### config.mk
export PLATFORM = sky130hd
export DESIGN_NAME = wdt_supervisor
export DESIGN_NICKNAME = d
export VERILOG_FILES = /design/src/rtl/wdt_supervisor.sv
export SDC_FILE = /design/constraint.sdc
export NUM_CORES = 1
export LEC_CHECK = 0
export BUFFER_PORTS_ARGS = -buffer_cell sky130_fd_sc_hd__buf_2
export CORE_AREA = 2 2 70 55
export CTS_BUF_LIST = sky130_fd_sc_hd__clkbuf_16
export DETAILED_ROUTE_END_ITERATION = 12
export DIE_AREA = 0 0 72 57
export GPL_TIMING_DRIVEN = 0
export PLACE_DENSITY = 0.53
export SKIP_LAST_GASP = 1
export SLEW_MARGIN = 20
export SYNTH_ARGS = -nofsm -noshare
export SYNTH_HDL_FRONTEND = slang
export SYNTH_SLANG_ARGS = --single-unit
export TNS_END_PERCENT = 20
### constraint.sdc
create_clock -name clk -period 2.51 [get_ports clk]
set_input_delay 0.753 -clock clk [delete_from_list [all_inputs] [get_ports clk]]
set_output_delay 0.753 -clock clk [all_outputs]
set_load 0.05 [all_outputs]
### src/rtl/wdt_supervisor.sv
// Supervisory controller for watchdog_timer: heartbeat vote, trip recovery (mute, hold, re-arm), lockout.
// Optional WDT_SUPERVISOR_WARN_MUTE_EN: in ARMED, rf_mute follows wd_warning one cycle later.
module wdt_supervisor #(
  parameter int NUM_SRC     = 2,
  parameter int MUTE_CYCLES = 16,
  parameter int HOLD_CYCLES = 64,
  parameter int MAX_FAULTS  = 3,
  parameter int FCNT_W      = 4
) (
  input  logic               clk,
  input  logic               rstn,
  input  logic               arm,
  input  logic [NUM_SRC-1:0] src_kick,
  input  logic [NUM_SRC-1:0] src_mask,
  input  logic               clear_lock,
  input  logic               wd_warning,
  input  logic               wd_force_reset,
  output logic               wd_enable,
  output logic               wd_heartbeat,
  output logic               rf_mute,
  output logic               sys_rstn,
  output logic [FCNT_W-1:0]  fault_count,
  output logic               locked,
  output logic [2:0]         state
);

  localparam int DWELL_MAX = (MUTE_CYCLES > HOLD_CYCLES) ? MUTE_CYCLES : HOLD_CYCLES;
  localparam int DW = $clog2(DWELL_MAX + 1);
  localparam logic [DW-1:0]     MUTE_LD = DW'(MUTE_CYCLES - 1);
  localparam logic [DW-1:0]     HOLD_LD = DW'(HOLD_CYCLES - 1);
  localparam logic [FCNT_W-1:0] FCNT_SAT = '1;
  localparam logic [FCNT_W-1:0] FAULT_LIM = FCNT_W'(MAX_FAULTS);

  typedef enum logic [2:0] {
    IDLE   = 3'd0,
    ARMED  = 3'd1,
    MUTE   = 3'd2,
    HOLD   = 3'd3,
    REARM  = 3'd4,
    LOCKED = 3'd5
  } state_t;

  state_t              state_q, state_d;
  logic [NUM_SRC-1:0]  pending_q, pending_d;
  logic [DW-1:0]       dwell_q, dwell_d;
  logic [FCNT_W-1:0]   fault_q, fault_d;
  logic                hb_q, hb_d;
  logic                wd_enable_q, wd_enable_d;
  logic                rf_mute_q, rf_mute_d;
  logic                sys_rstn_q, sys_rstn_d;
  logic                locked_q, locked_d;
  logic                warn_mute_d;
  logic                vote_done;

`ifndef WDT_SUPERVISOR_WARN_MUTE_EN
  logic unused_warning;
  assign unused_warning = wd_warning;
`endif

  // Masked-out sources count as satisfied; an all-zero mask can never complete.
  assign vote_done = (|src_mask) && (&(pending_q | src_kick | ~src_mask));

  always_comb begin
    state_d     = state_q;
    pending_d   = pending_q;
    dwell_d     = dwell_q;
    fault_d     = fault_q;
    hb_d        = 1'b0;
    warn_mute_d = 1'b0;
    case (state_q)
      IDLE: begin
        if (arm) begin
          state_d   = ARMED;
          pending_d = '0;
        end
      end
      ARMED: begin
        if (wd_force_reset) begin
          state_d   = MUTE;
          dwell_d   = MUTE_LD;
          pending_d = '0;
          fault_d   = (fault_q == FCNT_SAT) ? fault_q : fault_q + FCNT_W'(1);
        end else if (!arm) begin
          state_d = IDLE;
        end else if (vote_done) begin
          hb_d      = 1'b1;
          pending_d = '0;
        end else begin
          pending_d = pending_q | src_kick;
        end
`ifdef WDT_SUPERVISOR_WARN_MUTE_EN
        warn_mute_d = arm && !wd_force_reset && wd_warning;
`endif
      end
      MUTE: begin
        if (dwell_q == '0) begin
          state_d = HOLD;
          dwell_d = HOLD_LD;
        end else begin
          dwell_d = dwell_q - DW'(1);
        end
      end
      HOLD: begin
        if (dwell_q == '0) begin
          state_d = (fault_q >= FAULT_LIM) ? LOCKED : REARM;
        end else begin
          dwell_d = dwell_q - DW'(1);
        end
      end
      REARM: begin
        pending_d = '0;
        state_d   = arm ? ARMED : IDLE;
      end
      LOCKED: begin
        if (clear_lock) begin
          state_d = IDLE;
          fault_d = '0;
        end
      end
      default: state_d = IDLE;
    endcase

    // Outputs are decoded from the next state so they register alongside it.
    wd_enable_d = (state_d == ARMED);
    rf_mute_d   = (state_d == MUTE) || (state_d == HOLD) || (state_d == REARM) ||
                  (state_d == LOCKED) || warn_mute_d;
    sys_rstn_d  = (state_d != HOLD);
    locked_d    = (state_d == LOCKED);
  end

  always_ff @(posedge clk) begin
    if (!rstn) begin
      state_q     <= IDLE;
      pending_q   <= '0;
      dwell_q     <= '0;
      fault_q     <= '0;
      hb_q        <= 1'b0;
      wd_enable_q <= 1'b0;
      rf_mute_q   <= 1'b0;
      sys_rstn_q  <= 1'b1;
      locked_q    <= 1'b0;
    end else begin
      state_q     <= state_d;
      pending_q   <= pending_d;
      dwell_q     <= dwell_d;
      fault_q     <= fault_d;
      hb_q        <= hb_d;
      wd_enable_q <= wd_enable_d;
      rf_mute_q   <= rf_mute_d;
      sys_rstn_q  <= sys_rstn_d;
      locked_q    <= locked_d;
    end
  end

  assign wd_enable    = wd_enable_q;
  assign wd_heartbeat = hb_q;
  assign rf_mute      = rf_mute_q;
  assign sys_rstn     = sys_rstn_q;
  assign fault_count  = fault_q;
  assign locked       = locked_q;
  assign state        = state_q;

endmodule

==> impl_metrics.toml, run 1 <==
[clocking]
h-tree-depth = 1
cts_root_buf = "clkbuf_16"
clock_sinks = 21
ctsHoldBuffers = 0
clock_path_buffers = 2
cts_post_setup_buffers_inserted = 0
cts_resized = 0
numCtsBuffers = 3
clk_pin_slew_ns = 0.06
cts_tree = "done"
clk_latency_ns = 0.26

[synth]
ys_seq_area_share_pct = 36.36
synthFlopType = "dfxtp_1"
synthCells = 138
netlist_area_um2 = 1156
syn-num-nets = 151
yosys.cell_types.count = 45
ys_top_cells_by_count = "dfxtp_1, nand2_1, nor2_1, a21oi_1, nand3_1"
synthTopCellsByArea = "dfxtp_1, nand2_1, nor2_1"
yosysWarnings = 0
avgSynthCellArea_um2 = 8.378
synth_edf_count = 0
synth_top_area_share_pct = 36.36
ys_ff_latch = 21
yosysMostFrequentCell = "dfxtp_1"
async_reset_ff_share_pct = 0
synth_top_area_cell = "dfxtp_1"

[placement]
gp_congestion = 0.7527
portBuffers = 18
dp_hpwl_mm = 2.129
place_area_um2 = 1299

[drt]
vias_per_cell = 5.371
dr.pass1.iters = 4
ant_nets = 0
wl_per_cell_um = 14.03
drc = 0
vias = 1085
drt_iter0_drc = 35
wirelength_mm = 2.834

[final_layout]
post-route-util_pct = 39.46
num-nets-final = 174
num_antenna_cells = 0
design_area_um2 = 1379
fillCellCount = 363
area_delta_synth_final_pct = 19.26
layout-drive-gt1-share_pct = 24.38

[global_route]
grt_pass1_wl_mm = 4.698
grt_max_degree = 13
gr-total-overflow = 0
antenna_found_initial = 0
track_usage_pct = 15.18
grt_pass1_vias = 996

[timing]
clock.fmax_mhz = 546.5
slew_viol_final = 0
min_period_ns = 1.830
final_hold_viol_count = 0
fin_crit_sh_pct = 72.90
tightest_slew_ns = 0.4266
slew_headroom_pct = 71.50
fin_skew_ns = 0.001294
rsz0062_at_grt = "no"
setup_viol = 0
hold_ws_ns = 0.4825
setup_tns_ns = 0

[die]
start_util_pct = 33.08
fp.dieH_um = 57
rows = 19
fp.coreArea_um2 = 3495
pin_count = 22
dieArea_um2 = 4104
die_x_um = 72

[worst_setup_path]
path_max_fanout = 6
criticalPathCategory = "reg2reg"
cp-start-kind = "flop"
crit_required_ns = 2.67
crit_path_end_kind = "flop"
crit_arrival_ns = 1.99

[power]
power_density_nw_per_um2 = 758.2
finalPower_w = 0.001045
peakVddDrop_uv = 336.1
leakage_nw = 0.5870

[worst_hold_path]
hp-class = "reg2reg"

[job]
cap_viol_max_count = 0

[status]
status = "complete, no violations"
-- path summary, 6_finish.rpt --
path                                  start  slack (ns)  depth (start not counted)                        end
setup / recovery    dwell_q[0]$_SDFFE_PN0P_        0.68                          7    dwell_q[1]$_SDFFE_PN0P_
hold / removal    pending_q[0]$_SDFFE_PN0P_        0.48                          2  pending_q[0]$_SDFFE_PN0P_
setup reg to reg    dwell_q[0]$_SDFFE_PN0P_        0.68                          7    dwell_q[1]$_SDFFE_PN0P_
hold reg to reg   pending_q[0]$_SDFFE_PN0P_        0.48                          2  pending_q[0]$_SDFFE_PN0P_
-- worst max-delay path, stage by stage (launching register included) --
cell      delay (ns)
dfxtp_1         0.33
inv_1           0.10
ha_1            0.23
nor3b_4         0.18
and2_4          0.19
a31oi_1         0.34
nor2_1          0.09
a311oi_1        0.28
-- cells in the final DEF (no fill, tap or decap), drive strengths merged, types with 4 or more instances in the layout --
master and n:
buf 25, dfxtp 21, nand2 16, nor2 15, a21oi 7, nand3 6, inv 5, nand4 4
a21o 4, nor3 4, and2 4
-- area by class of cell --
class	count	area [µm²]	area share, %
Multi-Input combinational cell	104	669.4	48.55
Sequential cell	21	420.4	30.49
Timing Repair Buffer	18	90.09	6.534
Clock buffer	3	75.07	5.445
Tap cell	42	52.55	3.811
Buffer	7	43.79	3.176
Inverter	6	22.52	1.633
Clock inverter	1	5.005	0.3630
-- registers in the layout, indices dropped and copies added, names as in the netlist --
signal        cells
dwell_q           7
fault_count       4
locked            1
pending_q         2
rf_mute           1
state             3
sys_rstn          1
wd_enable         1
wd_heartbeat      1
-- logic make-up (layout without fill, tap and decap cells) --
kind of cell,Yosys count,count (layout),share of synthesized area (%)
flip-flops,21,21,36.36
XOR/XNOR,3,3,2.273
multiplexers,2,2,1.840
buffers and inverters,13,35,5.736
AND/OR/NAND/NOR,63,63,29.11
adder cells (fa/ha/maj),3,3,3.247
AO/OA/AOI/OAI,33,33,21.43
-- power by group --
| part | switching [W] | total [W] | internal (W) |
|---|---|---|---|
| clock network | 0.000124 | 0.000338 | 0.000214 |
| logic | 0.000199 | 0.000320 | 0.000121 |
| registers | 0.0000262 | 0.000388 | 0.000361 |
-- through the flow --
step,std cells,worst slack (ns)
4_1_cts,202,0.7126
6_report,202,0.6803
3_3_place_gp,198,0.5290
5_1_grt,202,0.5697
2_1_floorplan,138,0.7024
3_5_place_dp,198,0.4616
-- metal layers --
metal / GRT usage (%) / routed length, µm / vias to the layer above
met5: 0 / 0 / -
met4: 8.356 / 53 / 0
met3: 4.417 / 162 / 5
met2: 22.49 / 1222 / 37
met1: 19.91 / 1395 / 506
li1: - / - / 537
Note: power is estimated with default switching activity, not from simulation.
==> run 2: changes to the inputs <==
Settings changed: ABC_AREA from default to 1.
Clock period 2.51 ns to 1.69 ns, I/O delays scaled along.
==> run 2 against run 1 <==
  * Cell area up 1.6%
  * Power up 51%
  * Die area unchanged
  * Hold slack worse by 0.00065 ns
  * Synthesized area unchanged
  * Register-to-register slack worse by 0.52 ns
  * First-iteration DRC count up 110%
  * Routed wire length down 3.0%
  * Synthesized cell count up 20%
  * Global-route usage down 0.79 points
  * Via count up 1.5%
  * Largest cell class unchanged
==> impl_metrics.toml, run 2 <==
[status]
status = "complete, no violations"

[synth]
synth_compound_area_share_pct = 9.740
synthFlopType = "dfxtp_1"
avgSynthCellArea_um2 = 6.965
yosys.cell_types.count = 28
synthMuxAreaShare_pct = 0
ys_seq_area_share_pct = 36.36
syn-num-nets = 179
synth_top_area_share_pct = 36.36
synth_fa_ha_area_share_pct = 3.247
synth-simple-area-share_pct = 40.80
synth_top_family_by_area = "simple AND/OR/NAND/NOR gates"
netlist_area_um2 = 1156
async_reset_ff_share_pct = 0
synth_top_area_cell = "dfxtp_1"
synth_edf_count = 0
yosysWarnings = 0
synthTopCellsByArea = "dfxtp_1, nand2_1, nor2_1"
yosysMostFrequentCell = "nand2_1"
ys_ff_latch = 21
synthCells = 166
ys_top_cells_by_count = "nand2_1, nor2_1, dfxtp_1, inv_1, a21oi_1"
synth-xor-area-share_pct = 3.030

[global_route]
grt_pass1_vias = 1009
gr-total-overflow = 0
grt_max_degree = 14
track_usage_pct = 14.39
grt_pass1_wl_mm = 4.588
antenna_found_initial = 0

[clocking]
clock_sinks = 21
ctsHoldBuffers = 0
cts_root_buf = "clkbuf_16"
clk_pin_slew_ns = 0.06
cts_resized = 0
clock_path_buffers = 2
cts_tree = "done"
h-tree-depth = 1
clk_latency_ns = 0.26
cts_post_setup_buffers_inserted = 0
numCtsBuffers = 3

[timing]
final_hold_viol_count = 0
fin_skew_ns = 0.0006752
clock.fmax_mhz = 642.9
min_period_ns = 1.555
fin_crit_sh_pct = 92.04
setup_viol = 0
slew_headroom_pct = 69.64
slew_viol_final = 0
rsz0062_at_grt = "no"
tightest_slew_ns = 0.4554
setup_tns_ns = 0

[drt]
vias = 1101
wl_per_cell_um = 11.85
dr.pass1.iters = 4
wirelength_mm = 2.749
drc = 0
vias_per_cell = 4.746
drt_iter0_drc = 74
ant_nets = 0

[worst_setup_path]
cp.depth = 1
crit_buf_inv = 1
criticalPathCategory = "reg2out"
crit_arrival_ns = 1.05
r2r_cells = 10
cp-start-kind = "flop"
crit_path_end_kind = "output port"
crit_family = "flip-flops"
crit_required_ns = 1.18
path_max_fanout = 6
crit_slowest_cell = "dfxtp_1"
max_stage_delay_ns = 0.47
crit_chain = "buf_2"

[power]
power_density_nw_per_um2 = 1124
seqPwrFrac_pct = 37.2
peakVddDrop_uv = 546.5
power_switching_w = 0.0005547
p_int_w = 0.001021
p_sw_share_pct = 35.21
comb_power_share_pct = 29.5
leakage_nw = 0.6549
clkPwrFrac_pct = 33.3

[final_layout]
num_antenna_cells = 0
num-nets-final = 204
layout_commonest_cell = "nand2_1"
fillCellCount = 364
final_cell_mix = "nand2_1, nor2_1, dfxtp_1, buf_2, inv_1"
area_delta_synth_final_pct = 21.21
largest_reg_flops = 7
post-route-util_pct = 40.10
regMostFlops = "dwell_q"
layout-drive-gt1-share_pct = 23.68

[worst_hold_path]
hp-class = "reg2reg"
min_path_cells = 2

[die]
dieArea_um2 = 4104
die_x_um = 72
fp.coreArea_um2 = 3495
fp.dieH_um = 57
pin_count = 22
rows = 19
start_util_pct = 33.08

[placement]
portBuffers = 20
dp_hpwl_mm = 2.113
gp_congestion = 0.8820

[job]
cap_viol_max_count = 0
## run 2: path summary, 6_finish.rpt
| kind | slack, ns | startpoint | endpoint |
|---|---|---|---|
| max | 0.13 | state[2]$_SDFF_PN0_ | state[2] |
| min | 0.48 | fault_count[3]$_SDFFE_PN0P_ | fault_count[3]$_SDFFE_PN0P_ |
| max reg2reg | 0.16 | dwell_q[0]$_SDFFE_PN0P_ | wd_enable$_SDFF_PN0_ |
| min reg2reg | 0.48 | fault_count[3]$_SDFFE_PN0P_ | fault_count[3]$_SDFFE_PN0P_ |
## run 2: metal layers
| layer | vias to the layer above | track usage (%) | part of all wire [%] | wire [µm] |
|---|---|---|---|---|
| met5 | - | 0 | 0 | 0 |
| met4 | 0 | 3.235 | 0.62 | 17 |
| met3 | 2 | 3.710 | 3.9 | 107 |
| met2 | 24 | 22.62 | 42 | 1161 |
| met1 | 488 | 20.00 | 53 | 1462 |
| li1 | 587 | - | - | - |
## run 2: power groups by stage
stage,Sequential [W],Clock (W),Combinational [W]
after CTS,0.000583,0.000530,0.000457
after detailed placement,0.000593,0,0.000454
after global placement,0.000592,0,0.000445
after global routing,0.000591,0.000557,0.000517
after floorplan,0.000637,0,0.000307
final,0.000585,0.000525,0.000465
## run 2: tightest hold or removal path, stage by stage, from the launching register on
cell     delay (ns)
dfxtp_1        0.32
nand2_1        0.06
a21oi_1        0.05
## run 2: logic make-up (layout without fill, tap and decap cells)
kind of cell,count (synthesis),in the layout
AOI/OAI and AO/OA,21,21
xor gates and xnor gates,4,4
DFF,21,21
and+or+nand+nor,97,97
buffers and inverters,20,44
adders and majority gates,3,3
## run 2: layout make-up
type / instances / area, µm² / area share [%]
clock buffers: 3 / 75.07 / 5.357
inverters: 18 / 67.56 / 4.821
multi-input cells: 125 / 666.9 / 47.59
well taps: 42 / 52.55 / 3.750
flip-flops and latches: 21 / 420.4 / 30.00
clock inverters: 1 / 7.507 / 0.5357
repair buffers: 20 / 100.1 / 7.143
plain buffers: 2 / 11.26 / 0.8036
## run 2: through the flow
step / std cells / area, µm² / total power [W] / hold WS (ns) / setup WS (ns)
floorplan: 166 / 1156 / 0.0009446 / 0.4558 / 0.01042
global placement: 228 / 1309 / 0.001036 / 0.4735 / 0.09941
detailed placement: 228 / 1309 / 0.001047 / 0.4766 / 0.1013
CTS: 232 / 1391 / 0.001570 / 0.4851 / 0.05700
global route: 232 / 1401 / 0.001665 / 0.4979 / 0.02480
finish: 232 / 1401 / 0.001575 / 0.4819 / 0.1345
